--- src/rtl/intr_timer_ctrl_pkg.sv ---
// intr_timer_ctrl_pkg
// Shared constants for the machine-mode interrupt source block and its
// consumers (the CSR block takes its mcause value from g_interrupt_cause,
// so it uses the cause codes defined here).
//   - bus word address map for mtime / mtimecmp / msip
//   - interrupt cause codes and the privilege level driven with every trap
//   - issue FSM state encoding
//   - helpers for fixed-priority arbitration and pending-bit lookup
package intr_timer_ctrl_pkg;

   localparam logic [2:0] ADR_MTIME_LO    = 3'd0;
   localparam logic [2:0] ADR_MTIME_HI    = 3'd1;
   localparam logic [2:0] ADR_MTIMECMP_LO = 3'd2;
   localparam logic [2:0] ADR_MTIMECMP_HI = 3'd3;
   localparam logic [2:0] ADR_MSIP        = 3'd4;

   localparam logic [3:0] CAUSE_MEI = 4'd11;
   localparam logic [3:0] CAUSE_MSI = 4'd3;
   localparam logic [3:0] CAUSE_MTI = 4'd7;

   localparam logic [1:0] M_MODE = 2'b11;

   typedef enum logic [1:0] {
      ST_IDLE  = 2'd0,
      ST_ISSUE = 2'd1,
      ST_WAIT  = 2'd2
   } issue_st_e;

   // en_pend layout: {mei, msi, mti}; fixed priority MEI > MSI > MTI.
   function automatic logic [3:0] pick_cause(input logic [2:0] en_pend);
      logic [3:0] c;
      c = CAUSE_MTI;
      if (en_pend[2])      c = CAUSE_MEI;
      else if (en_pend[1]) c = CAUSE_MSI;
      return c;
   endfunction

   // Is the source behind a latched cause code still enabled and pending?
   function automatic logic cause_pending(input logic [3:0] cause,
                                          input logic [2:0] en_pend);
      logic p;
      p = 1'b0;
      case (cause)
         CAUSE_MEI: p = en_pend[2];
         CAUSE_MSI: p = en_pend[1];
         CAUSE_MTI: p = en_pend[0];
         default:   p = 1'b0;
      endcase
      return p;
   endfunction

endpackage

--- src/rtl/intr_timer_ctrl_mtimer.sv ---
// mtimer
// 64-bit machine timer: prescaler, mtime, mtimecmp, registered compare and
// the bus write decode for word addresses 0..3.
// Ports:
//   clk, rst                      clock, synchronous active-high reset
//   bus_cs, bus_we, bus_adr       slave request (write decode only here)
//   bus_wdata                     write data
//   mtime, mtimecmp               current register values (for read mux)
//   mtip                          registered mtime >= mtimecmp
module mtimer
   import intr_timer_ctrl_pkg::*;
#(
   parameter int unsigned TICK_DIV = 1
) (
   input  logic        clk,
   input  logic        rst,
   input  logic        bus_cs,
   input  logic        bus_we,
   input  logic [2:0]  bus_adr,
   input  logic [31:0] bus_wdata,
   output logic [63:0] mtime,
   output logic [63:0] mtimecmp,
   output logic        mtip
);

   localparam logic [15:0] PRESC_MAX = 16'(TICK_DIV - 1);

   logic [15:0] presc;
   logic        tick;
   logic        wr;

   assign tick = (presc == PRESC_MAX);
   assign wr   = bus_cs & bus_we;

   always_ff @(posedge clk) begin
      if (rst) begin
         presc    <= '0;
         mtime    <= '0;
         mtimecmp <= '1;
         mtip     <= 1'b0;
      end else begin
         presc <= tick ? 16'd0 : presc + 16'd1;

         // A write to either half beats a coincident tick; the other half
         // is left alone, so no carry crosses into it.
         if (wr && bus_adr == ADR_MTIME_LO)
            mtime[31:0] <= bus_wdata;
         else if (wr && bus_adr == ADR_MTIME_HI)
            mtime[63:32] <= bus_wdata;
         else if (tick)
            mtime <= mtime + 64'd1;

         if (wr && bus_adr == ADR_MTIMECMP_LO)
            mtimecmp[31:0] <= bus_wdata;
         if (wr && bus_adr == ADR_MTIMECMP_HI)
            mtimecmp[63:32] <= bus_wdata;

         mtip <= (mtime >= mtimecmp);
      end
   end

endmodule

--- src/rtl/intr_timer_ctrl.sv ---
// intr_timer_ctrl
// Machine-mode interrupt source: timer (via mtimer), software interrupt bit,
// external interrupt synchronizer, fixed-priority arbiter and issue FSM
// feeding the CSR block's trap inputs.
// Ports:
//   clk, rst                         clock, synchronous active-high reset
//   bus_cs/we/adr/wdata, bus_rdata   single-cycle slave, registered reads
//   ext_irq                          async level external interrupt
//   csr_mstatus_mie                  global machine interrupt enable
//   csr_meie/mtie/msie               per-source enables
//   cpu_stat_ex                      EX stage can take a trap this cycle
//   g_interrupt                      trap taken (one-cycle pulse)
//   g_interrupt_priv                 always M-mode
//   g_interrupt_cause                cause of current/last issued interrupt
//   mip_bits                         raw pending {meip, mtip, msip}
module intr_timer_ctrl
   import intr_timer_ctrl_pkg::*;
#(
   parameter int unsigned TICK_DIV = 1
) (
   input  logic        clk,
   input  logic        rst,
   input  logic        bus_cs,
   input  logic        bus_we,
   input  logic [2:0]  bus_adr,
   input  logic [31:0] bus_wdata,
   output logic [31:0] bus_rdata,
   input  logic        ext_irq,
   input  logic        csr_mstatus_mie,
   input  logic        csr_meie,
   input  logic        csr_mtie,
   input  logic        csr_msie,
   input  logic        cpu_stat_ex,
   output logic        g_interrupt,
   output logic [1:0]  g_interrupt_priv,
   output logic [3:0]  g_interrupt_cause,
   output logic [2:0]  mip_bits
);

   logic [63:0] mtime;
   logic [63:0] mtimecmp;
   logic        mtip;
   logic [1:0]  ext_sync;
   logic        meip;
   logic        msip;
   logic [2:0]  en_pend;
   logic        cancel;
   logic        load_cause;
   issue_st_e   state_q, state_d;

   mtimer #(.TICK_DIV(TICK_DIV)) u_mtimer (
      .clk      (clk),
      .rst      (rst),
      .bus_cs   (bus_cs),
      .bus_we   (bus_we),
      .bus_adr  (bus_adr),
      .bus_wdata(bus_wdata),
      .mtime    (mtime),
      .mtimecmp (mtimecmp),
      .mtip     (mtip)
   );

   // ext_irq is asynchronous; two flops before anything looks at it.
   always_ff @(posedge clk) begin
      if (rst) begin
         ext_sync <= '0;
         msip     <= 1'b0;
      end else begin
         ext_sync <= {ext_sync[0], ext_irq};
         if (bus_cs && bus_we && bus_adr == ADR_MSIP)
            msip <= bus_wdata[0];
      end
   end

   assign meip     = ext_sync[1];
   assign mip_bits = {meip, mtip, msip};
   assign en_pend  = {meip & csr_meie, msip & csr_msie, mtip & csr_mtie};

   // Registered read mux; holds its value between reads.
   always_ff @(posedge clk) begin
      if (rst) begin
         bus_rdata <= '0;
      end else if (bus_cs && !bus_we) begin
         case (bus_adr)
            ADR_MTIME_LO:    bus_rdata <= mtime[31:0];
            ADR_MTIME_HI:    bus_rdata <= mtime[63:32];
            ADR_MTIMECMP_LO: bus_rdata <= mtimecmp[31:0];
            ADR_MTIMECMP_HI: bus_rdata <= mtimecmp[63:32];
            ADR_MSIP:        bus_rdata <= {31'd0, msip};
            default:         bus_rdata <= '0;
         endcase
      end
   end

   // Issue FSM. rst is folded into cancel so a reset cycle landing in ISSUE
   // cannot leak a pulse before the state register clears.
   assign cancel = rst | ~csr_mstatus_mie | ~cause_pending(g_interrupt_cause, en_pend);

   always_ff @(posedge clk) begin
      if (rst) begin
         state_q           <= ST_IDLE;
         g_interrupt_cause <= '0;
      end else begin
         state_q <= state_d;
         if (load_cause)
            g_interrupt_cause <= pick_cause(en_pend);
      end
   end

   always_comb begin
      state_d     = state_q;
      load_cause  = 1'b0;
      g_interrupt = 1'b0;
      case (state_q)
         ST_IDLE: begin
            if (csr_mstatus_mie && |en_pend) begin
               state_d    = ST_ISSUE;
               load_cause = 1'b1;
            end
         end
         ST_ISSUE: begin
            if (cancel) begin
               state_d = ST_IDLE;
            end else if (cpu_stat_ex) begin
               g_interrupt = 1'b1;
               state_d     = ST_WAIT;
            end
         end
         // One dead cycle so the CSR block's MIE clear is visible here.
         ST_WAIT: state_d = ST_IDLE;
         default: state_d = ST_IDLE;
      endcase
   end

   assign g_interrupt_priv = M_MODE;

endmodule

--- config.mk ---
export PLATFORM = sky130hd
export DESIGN_NAME = intr_timer_ctrl
export DESIGN_NICKNAME = d
export VERILOG_FILES = /design/src/rtl/intr_timer_ctrl_pkg.sv /design/src/rtl/intr_timer_ctrl_mtimer.sv /design/src/rtl/intr_timer_ctrl.sv
export SDC_FILE = /design/constraint.sdc
export NUM_CORES = 1
export LEC_CHECK = 0
export ABC_AREA = 1
export CAP_MARGIN = 20
export CORE_MARGIN = 5
export CORE_UTILIZATION = 35
export DETAILED_ROUTE_END_ITERATION = 6
export GPL_ROUTABILITY_DRIVEN = 0
export HOLD_SLACK_MARGIN = 0.03
export PLACE_DENSITY = 0.55
export SYNTH_ARGS = -nofsm -noshare
export SYNTH_HDL_FRONTEND = slang
export SYNTH_HIERARCHICAL = 1
export SYNTH_SLANG_ARGS = --single-unit
--- constraint.sdc ---
create_clock -name clk -period 1.7 [get_ports clk]
set_input_delay 0.34 -clock clk [delete_from_list [all_inputs] [get_ports clk]]
set_output_delay 0.34 -clock clk [all_outputs]
set_load 0.01 [all_outputs]
==> results of run 1 <==
## per-stage QoR
stage          instances  setup WS, ns
2_1_floorplan       2045        0.0472
5_1_grt             2867        -0.299
4_1_cts             2834        -0.202
3_3_place_gp        2796        -0.523
3_5_place_dp        2796        -0.507
6_report            2867        -0.197
## path summary, 6_finish.rpt
path	from	endpoint	slack [ns]
max	u_mtimer/mtimecmp[41]$_SDFFE_PP1P_	u_mtimer/mtip$_SDFF_PP0_	-0.20
min	rst	state_q[0]$_SDFFE_PP0P_	0.29
max reg2reg	u_mtimer/mtimecmp[41]$_SDFFE_PP1P_	u_mtimer/mtip$_SDFF_PP0_	-0.20
min reg2reg	ext_sync[0]$_SDFF_PP0_	ext_sync[1]$_SDFF_PP0_	0.40
## cell families (layout without fill, tap and decap cells)
family,count (synthesis),in the layout,synth area share
xor gates and xnor gates,18,18,0.0126
and+or+nand+nor,1086,1086,0.359
buffers and inverters,373,734,0.121
other,1,2,0.000299
adders and majority gates,67,67,0.0669
DFF,185,185,0.296
AOI/OAI and AO/OA,314,314,0.145
## state kept, by name, indices dropped and copies added (netlist names)
name / cells
u_mtimer/mtime: 64
u_mtimer/mtimecmp: 64
bus_rdata: 32
u_mtimer/presc: 16
g_interrupt_cause: 3
ext_sync: 2
state_q: 2
msip: 1
u_mtimer/mtip: 1
## worst min-delay path: cells and delay by family
family / cells / cell delay (ns)
and+or+nand+nor: 4 / 0.22
AOI/OAI and AO/OA: 1 / 0.05
buffers and inverters: 1 / 0.08
## power by group through the flow
stage	Clock, mW	Combinational [mW]	Sequential [mW]
2_1_floorplan	0	0.514	4.62
3_3_place_gp	0	1.15	4.61
3_5_place_dp	0	1.16	4.61
4_1_cts	4.42	1.17	4.50
5_1_grt	4.57	1.38	4.52
6_report	4.32	1.27	4.51
## routing by layer
layer	up-vias	track usage
met1	6747	0.324
met5	-	0
met3	84	0.0356
met4	0	0.0702
li1	7159	-
met2	489	0.396
## synth_stat cells, types with 2 or more instances
| master | number | area share |
|---|---|---|
| sky130_fd_sc_hd__a21o_1 | 2 | 0.0012 |
| sky130_fd_sc_hd__a21oi_1 | 164 | 0.066 |
| sky130_fd_sc_hd__a21oi_2 | 3 | 0.0021 |
| sky130_fd_sc_hd__a31oi_1 | 19 | 0.0095 |
| sky130_fd_sc_hd__buf_2 | 12 | 0.0048 |
| sky130_fd_sc_hd__buf_4 | 14 | 0.0084 |
| sky130_fd_sc_hd__buf_6 | 6 | 0.0054 |
| sky130_fd_sc_hd__clkbuf_1 | 43 | 0.013 |
| sky130_fd_sc_hd__dfxtp_1 | 185 | 0.30 |
| sky130_fd_sc_hd__ha_1 | 67 | 0.067 |
| sky130_fd_sc_hd__inv_1 | 286 | 0.086 |
| sky130_fd_sc_hd__inv_2 | 10 | 0.0030 |
| sky130_fd_sc_hd__nand2_1 | 681 | 0.20 |
| sky130_fd_sc_hd__nand2_2 | 13 | 0.0065 |
| sky130_fd_sc_hd__nand2_4 | 3 | 0.0027 |
| sky130_fd_sc_hd__nand3_1 | 70 | 0.028 |
| sky130_fd_sc_hd__nand3_2 | 2 | 0.0016 |
| sky130_fd_sc_hd__nand3b_1 | 5 | 0.0030 |
| sky130_fd_sc_hd__nand4_1 | 21 | 0.010 |
| sky130_fd_sc_hd__nor2_1 | 235 | 0.070 |
| sky130_fd_sc_hd__nor2_2 | 15 | 0.0075 |
| sky130_fd_sc_hd__nor2_4 | 9 | 0.0081 |
| sky130_fd_sc_hd__nor3_1 | 21 | 0.0084 |
| sky130_fd_sc_hd__nor3_2 | 2 | 0.0016 |
| sky130_fd_sc_hd__nor3b_1 | 2 | 0.0012 |
| sky130_fd_sc_hd__nor4_1 | 3 | 0.0015 |
| sky130_fd_sc_hd__o211ai_1 | 65 | 0.039 |
| sky130_fd_sc_hd__o21a_1 | 3 | 0.0018 |
| sky130_fd_sc_hd__o21ai_0 | 44 | 0.018 |
| sky130_fd_sc_hd__o21ai_1 | 6 | 0.0024 |
| sky130_fd_sc_hd__o21bai_1 | 2 | 0.0012 |
| sky130_fd_sc_hd__o22ai_1 | 3 | 0.0015 |
| sky130_fd_sc_hd__xnor2_1 | 10 | 0.0070 |
| sky130_fd_sc_hd__xor2_1 | 8 | 0.0056 |
## what timing repair did
item / in CTS / in global routing
hold endpoints to repair: 0 / 0
gates cloned: 0 / 10
setup buffers: 7 / 24
resized for setup: 121 / 311
endpoints found under the setup margin: 80 / 92
pin swaps: 29 / 100
## final cells by class
| cell class | instances | area, sq um | share of cell area |
|---|---|---|---|
| multi-input cells | 1487 | 8330 | 0.456 |
| repair buffers | 405 | 3820 | 0.209 |
| flip-flops and latches | 185 | 3790 | 0.208 |
| inverters | 297 | 1120 | 0.0614 |
| well taps | 461 | 577 | 0.0316 |
| clock buffers | 18 | 439 | 0.0240 |
| clock inverters | 14 | 180 | 0.00986 |
==> flow_results.org, run 1 <==
** Status
- Run status :: complete, but fails checks
- Failing checks :: setup timing

** Worst setup path
- STA puts the critical path data arrival time at 2.28 ns.
- Delay contributed by the slowest stage of the critical path :: around 0.35 ns
- Traced cell by cell, the critical path runs through inv_2, ha_4, buf_6, nand2_4, nor4_4, buf_4, nand3b_1, nor2_1, nand2_1, a21oi_2.
- The worst setup path is launched from a flip-flop.
- The critical path runs through a total of 10 cells.
- The cell family contributing the most delay on the critical path is simple AND/OR/NAND/NOR gates.
- R2r worst-path depth :: 10
- For this design, the slowest cell found on the critical path is sky130_fd_sc_hd__dfxtp_2.
- STA classifies the critical path endpoint as a flip-flop.
- Worst Setup Path Type :: flip-flop to flip-flop
- Along the worst path, the maximum fanout reaches 2.
- Worst endpoint required time :: around 2.1 ns
- Crit path buf inv count :: 3

** GRT
- The number of global-route vias before repair was between 10k and 15k.
- For this run the aggregate overflow at the end of global routing stands at 0.
- The initial antenna violation count came to 0.
- The first global-routing pass estimated roughly 74000 um of wire.
- Pin count of the biggest net entering global routing :: 34
- For this run, the total global-route usage over all layers was measured as 0.239.

** CTS
- Clock tree from TritonCTS :: done
- Number of clock buffers inserted by TritonCTS :: 17
- Root Buffer Master :: sky130_fd_sc_hd__clkbuf_16
- Clock insertion delay at the later pin of the skew report :: approximately 0.46 ns
- The clock net in this run drives a total of roughly 190 sinks.
- CTS built an H-tree with a depth of 4.
- Clk buf depth :: 2
- After clock tree synthesis, the clock-pin slew on the worst setup and hold paths is 0.07 ns.
- CTS hold repair buffers :: 0

** Power
- LEAKAGE :: 9.48 nW
- P_int :: between 7 and 8 mW
- Portion of total power attributed to sequential cells :: 0.446
- The analysis attributes to net switching a power of between 2 and 3 mW.
- Dividing total power by cell area gives a power density of 553 nW/um^2.
- Power comes to 10.1 mW.
- Clock network fraction of design power :: 0.428
- Largest vdd supply drop :: 0.723 mV
- Combinational share of power :: 0.126
- Proportion of total power due to net switching :: 0.271

** STA
- Final setup TNS :: -1.54 ns
- Clock skew after layout :: 0.0108 ns
- Setup violations remaining at the end of the flow were counted as 41.
- Hold violation count in the final report :: 0
- After layout, the worst setup slack is -0.197 ns.
- Pins Over Slew Limit :: 0
- RSZ-0062 raised after global routing :: true
- After layout, the minimum clock period comes to between 1.5 and 2 ns.
- For this run, the top clock speed supported by timing is about 530 MHz.
- Across all hold checks on the routed design, the worst slack comes to roughly 0.29 ns.
- Of the available clock period, the critical path in the final layout requires 1.12.

** Route
- Top routing layer in use :: met4
- The detailed router put a total of around 22000 um of wire on met1.
- In the final routed layout, each cell accounts on average for 17.6 um.
- Wire length on met3 :: approximately 3300 um
- Number of detailed-route iterations in the first pass :: 6
- Via-per-instance ratio :: 5.05
- After the first detailed-routing iteration, the DRC count stood at around 1.2k.
- The final route contains 14.5k vias.
- Number of design rule violations left after detail routing :: 0
- DRT antenna net count :: 0
- Met2 layer wire length in the routed design :: between 20000 and 25000 um
- Summed over all layers, the routed wires come to between 50000 and 60000 um.

** Logic synthesis
- Synth Flop Type :: sky130_fd_sc_hd__dfxtp_1
- Share of async-settable or async-resettable flops after synthesis :: 0
- Cell Area, Synth :: about 13000 sq um
- Counting distinct cell types in the post-synthesis netlist gives 44.
- Synth warnings :: 6
- A synthesized cell averages 6.13 sq um.
- Seq cells post-synth :: approximately 190
- In the synthesized netlist, the number of instances is 2044.
- Number of enable flip-flop cells after synthesis :: 0
- Sequential-to-total area share from yosys stat :: 0.296

** Finish
- Leaving out fill and tap cells, the most frequent cell in the layout is sky130_fd_sc_hd__nand2_1.
- Fill cell instance count of the final layout :: about 3.5k
- Diodes inserted :: 0
- In the layout the commonest cells are 605 x sky130_fd_sc_hd__nand2_1, 272 x sky130_fd_sc_hd__inv_1, 262 x sky130_fd_sc_hd__buf_4.
- Share of final-layout standard cells stronger than drive strength 1 :: 0.288
- Measured on the finished design, the core utilization comes to 0.515.
- The net count of the finished layout is roughly 2.5k.
- Layout overhead on the synthesized area :: 45.8%
- Once layout is done, the placed cells without fillers occupy roughly 18000 sq um.

** Min path
- The worst hold path passes through 6 cells.
- Worst min path class :: input port to flip-flop

** Floorplanning
- From left edge to right edge, the die measures between 150 and 200 um.
- The floorplan step defined a core boundary enclosing between 30000 and 40000 sq um.
- just under 90 I/O pins were placed.
- Overall die area :: approximately 40000 sq um
- For this configuration, the core starts out at a cell density of 0.353.
- After floorplanning, the core was divided into just under 70 placement rows.
- Die Span Y :: approximately 200 um

** Placed design
- In this run the cell area measured after placement is 16000 sq um.
- Sum of net half-perimeters after detailed placement :: about 38000 um
- Number of port buffers :: 84

** Flow run
- Max capacitance violation total :: 0
No activity file was read; power rests on OpenSTA's default activity.
==> run 2: changes to the inputs <==
--- a/config.mk
+++ b/config.mk
@@ -13,6 +13,7 @@
 export GPL_ROUTABILITY_DRIVEN = 0
 export HOLD_SLACK_MARGIN = 0.03
 export PLACE_DENSITY = 0.55
+export SETUP_SLACK_MARGIN = 0.3
 export SYNTH_ARGS = -nofsm -noshare
 export SYNTH_HDL_FRONTEND = slang
 export SYNTH_HIERARCHICAL = 1
==> run 2 against run 1 <==
The flow still finishes with violations (setup timing). Clock skew grew 0.0017 ns. Cell area grew 1.1%. Wire length rose by 1.6%. Critical path type unchanged. Critical endpoint is now u_mtimer/mtime[23]$_SDFFE_PP0P_. Largest cell class unchanged. Largest power group unchanged.
==> flow_results.org, run 2 (same netlist as run 1, synthesis figures left out) <==
** CTS
- Clock insertion delay at the later pin of the skew report :: between 0.4 and 0.5 ns
- CTS sink cnt :: between 150 and 200
- CTS hold repair buffers :: 0
- Max H-tree Level :: 4
- The tree is rooted in a sky130_fd_sc_hd__clkbuf_16.
- No sink is reached through more buffers than the 2 on the longest clock path.
- After clock tree synthesis, the clock-pin slew on the worst setup and hold paths is ~0.07 ns.
- TritonCTS created 17 clock buffers.
- Clock tree from TritonCTS :: done

** Min path
- Worst Hold Path Cells :: 6
- For hold timing, the worst endpoint is state_q[1]$_SDFFE_PP0P_.
- In this run the most critical hold path is launched from rst.
- Worst min path class :: input port to flip-flop

** STA
- For the final routed database, the setup TNS stands at -2.48 ns.
- Subtracting the final worst setup slack from the clock period gives approximately 1.8 ns.
- Hold violation count in the final report :: 0
- Rel. slew slack :: 0.560
- Clock skew after layout :: between 0.01 and 0.015 ns
- In the finished design, the share of the clock period the worst path needs comes to 1.07.
- The max-slew violation count came to 0.
- Number of endpoints failing setup at the final stage :: 50
- Setup repair after global routing could not meet its margin everywhere.
- Maximum clock rate :: between 500 and 600 MHz
- Pin slew with the least headroom to its limit :: roughly 0.66 ns
- Post-layout worst setup margin :: -0.120 ns

** GRT
- Total global routing track utilization :: 0.249
- Pin count of the biggest net entering global routing :: 50
- GR met3 Demand/Resource :: 0.0319
- Summed over all layers, the global routing overflow is 0.
- Via count of the first global-routing pass :: around 14k
- For this run, global-route usage on met2 was measured as 0.420.
- Initial antenna violation count :: 0
- In the global route stage, met1 resource usage came out at 0.332.
- The layer flagged by global routing as most heavily used is met2.
- First-pass GRT wire length :: around 77000 um

** Finish
- Highest-count cells in the layout ignoring fill and taps :: 598 x sky130_fd_sc_hd__nand2_1, 277 x sky130_fd_sc_hd__inv_1, 257 x sky130_fd_sc_hd__buf_4
- Leaving out fill and tap cells, the most frequent cell in the layout is sky130_fd_sc_hd__nand2_1.
- Fill cell instance count of the final layout :: about 3.5k
- Final net count :: 2517
- Relative to the synthesized area, the layout overhead comes to 47.4%.
- Of the cells placed in the final design, the portion with a size suffix greater than 1 is 0.315.
- Sequential cell area in the final layout :: ~3800 sq um
- The repair_antennas step left the layout with diodes totalling 0.
- Footprint of the multi-input gates :: around 8400 sq um
- The largest registers in the layout are u_mtimer/mtime x64, u_mtimer/mtimecmp x64, bus_rdata x32.

** Route
- Dividing the detail-routed wire length by the instance count gives between 15 and 20 um.
- The first TritonRoute pass finished after 6 iterations.
- After detailed routing, the total wire length is 51200 um.
- DRT antenna net count :: 0
- Using the TritonRoute via totals, the vias-per-cell ratio works out to 5.06.
- After the first detailed-routing iteration, the DRC count stood at 1246.
- After detailed routing, the number of remaining DRC violations is 0.
- Total via count after detailed routing :: 14.6k

** Worst setup path
- The critical path is of the flip-flop to flip-flop type.
- In this run the critical register-to-register path is captured at u_mtimer/mtime[23]$_SDFFE_PP0P_.
- Worst setup path start :: u_mtimer/presc[1]$_SDFF_PP0_
- For the worst setup path, the data required time is roughly 2.1 ns.
- Worst flop-to-flop path startpoint :: u_mtimer/presc[1]$_SDFF_PP0_
- The worst setup path is captured at a flip-flop.
- Of all nets on the critical path, the largest fanout is 5.
- At the worst endpoint, the arrival time is around 2.2 ns.
- For flop-to-flop paths, the worst setup slack is -0.12 ns.
- Critical Path Start Type :: flip-flop
- For the worst flop-to-flop path, the logic depth is 10.

** Floorplanning
- Placement Rows :: 69
- Core area :: approximately 35000 sq um
- between 80 and 90 I/O pins were placed.
- The die is 199 um wide.
- The die covers roughly 40000 sq um.
- Initial core utilization :: 0.353
- Die Span Y :: between 150 and 200 um

** Power
- Largest vdd supply drop :: approximately 0.75 mV
- In this run the power density over the cells is between 500 and 600 nW/um^2.
- LEAKAGE :: 9.28 nW

** Placed design
- Number of port buffers :: 84
- Timing analysis after detailed placement gives a worst setup slack of -0.527 ns.
- Sum of net half-perimeters after detailed placement :: 37300 um

** Status
- Run status :: complete, but fails checks
- Failing checks :: setup timing

** Flow run
- Max capacitance violation total :: 0
run 2: critical path: stages, from the launching register on:
cell	delay (ns)
sky130_fd_sc_hd__dfxtp_2	0.33
sky130_fd_sc_hd__inv_2	0.06
sky130_fd_sc_hd__ha_4	0.12
sky130_fd_sc_hd__nand4_1	0.11
sky130_fd_sc_hd__nor2_4	0.22
sky130_fd_sc_hd__nand3_4	0.12
sky130_fd_sc_hd__buf_12	0.15
sky130_fd_sc_hd__nor2_4	0.20
sky130_fd_sc_hd__clkbuf_16	0.21
sky130_fd_sc_hd__o21ai_2	0.05
sky130_fd_sc_hd__a31oi_1	0.15
run 2: layout make-up:
class                      count  share of cell area
inverter                     297              0.0613
multi-input combinational   1488               0.456
clock inverter                13             0.00915
sequential                   185               0.206
tap                          461              0.0312
clock buffer                  19              0.0240
timing repair buffer         416               0.212
run 2: timing repair:
action                                  in CTS  in global routing
cloned                                       7                  4
setup buffers                               33                 11
pin swaps                                   60                 61
resized for setup                          341                212
endpoints found under the hold margin        0                  0
endpoints found under the setup margin     152                155
run 2: stage by stage:
| stage | cells | hold WS (ns) | util | power [mW] | instance area [sq um] |
|---|---|---|---|---|---|
| 2_1_floorplan | 2045 | 0.388 | - | 5.14 | 12600 |
| 3_3_place_gp | 2792 | 0.398 | 0.451 | 5.75 | 16000 |
| 3_5_place_dp | 2792 | 0.410 | 0.451 | 5.76 | 16000 |
| 4_1_cts | 2864 | 0.240 | 0.502 | 10.1 | 17800 |
| 5_1_grt | 2879 | 0.331 | 0.521 | 10.5 | 18500 |
| 6_report | 2879 | 0.293 | 0.521 | 10.1 | 18500 |
run 2: where the power goes:
part	internal (mW)	switching [mW]	total (mW)
sequential	4.42	0.0925	4.51
clock	2.37	1.91	4.28
combinational	0.567	0.736	1.30
total	7.36	2.73	10.1
run 2: how the worst max path moves through the flow:
| stage | to | cells past startpoint |
|---|---|---|
| final | u_mtimer/mtime[23]$_SDFFE_PP0P_ | 10 |
| after global routing | u_mtimer/mtime[28]$_SDFFE_PP0P_ | 10 |
| after CTS | g_interrupt | 7 |
| after detailed placement | u_mtimer/mtime[25]$_SDFFE_PP0P_ | 8 |
| after global placement | g_interrupt | 8 |
| after floorplan | u_mtimer/mtime[46]$_SDFFE_PP0P_ | 12 |
run 2: per-layer routing:
metal,share of wire,up-vias
met5,0,-
met2,0.47,475
met4,0.035,0
met3,0.062,102
met1,0.44,6795
li1,-,7195
==> run 3: changes to the inputs <==
--- a/config.mk
+++ b/config.mk
@@ -6,6 +6,7 @@
 export NUM_CORES = 1
 export LEC_CHECK = 0
 export ABC_AREA = 1
+export ABC_CLOCK_PERIOD_IN_PS = 1700
 export CAP_MARGIN = 20
 export CORE_MARGIN = 5
 export CORE_UTILIZATION = 35
==> results of run 3 <==
No change in the layout: final DEF, timing and power equal those of run 2.
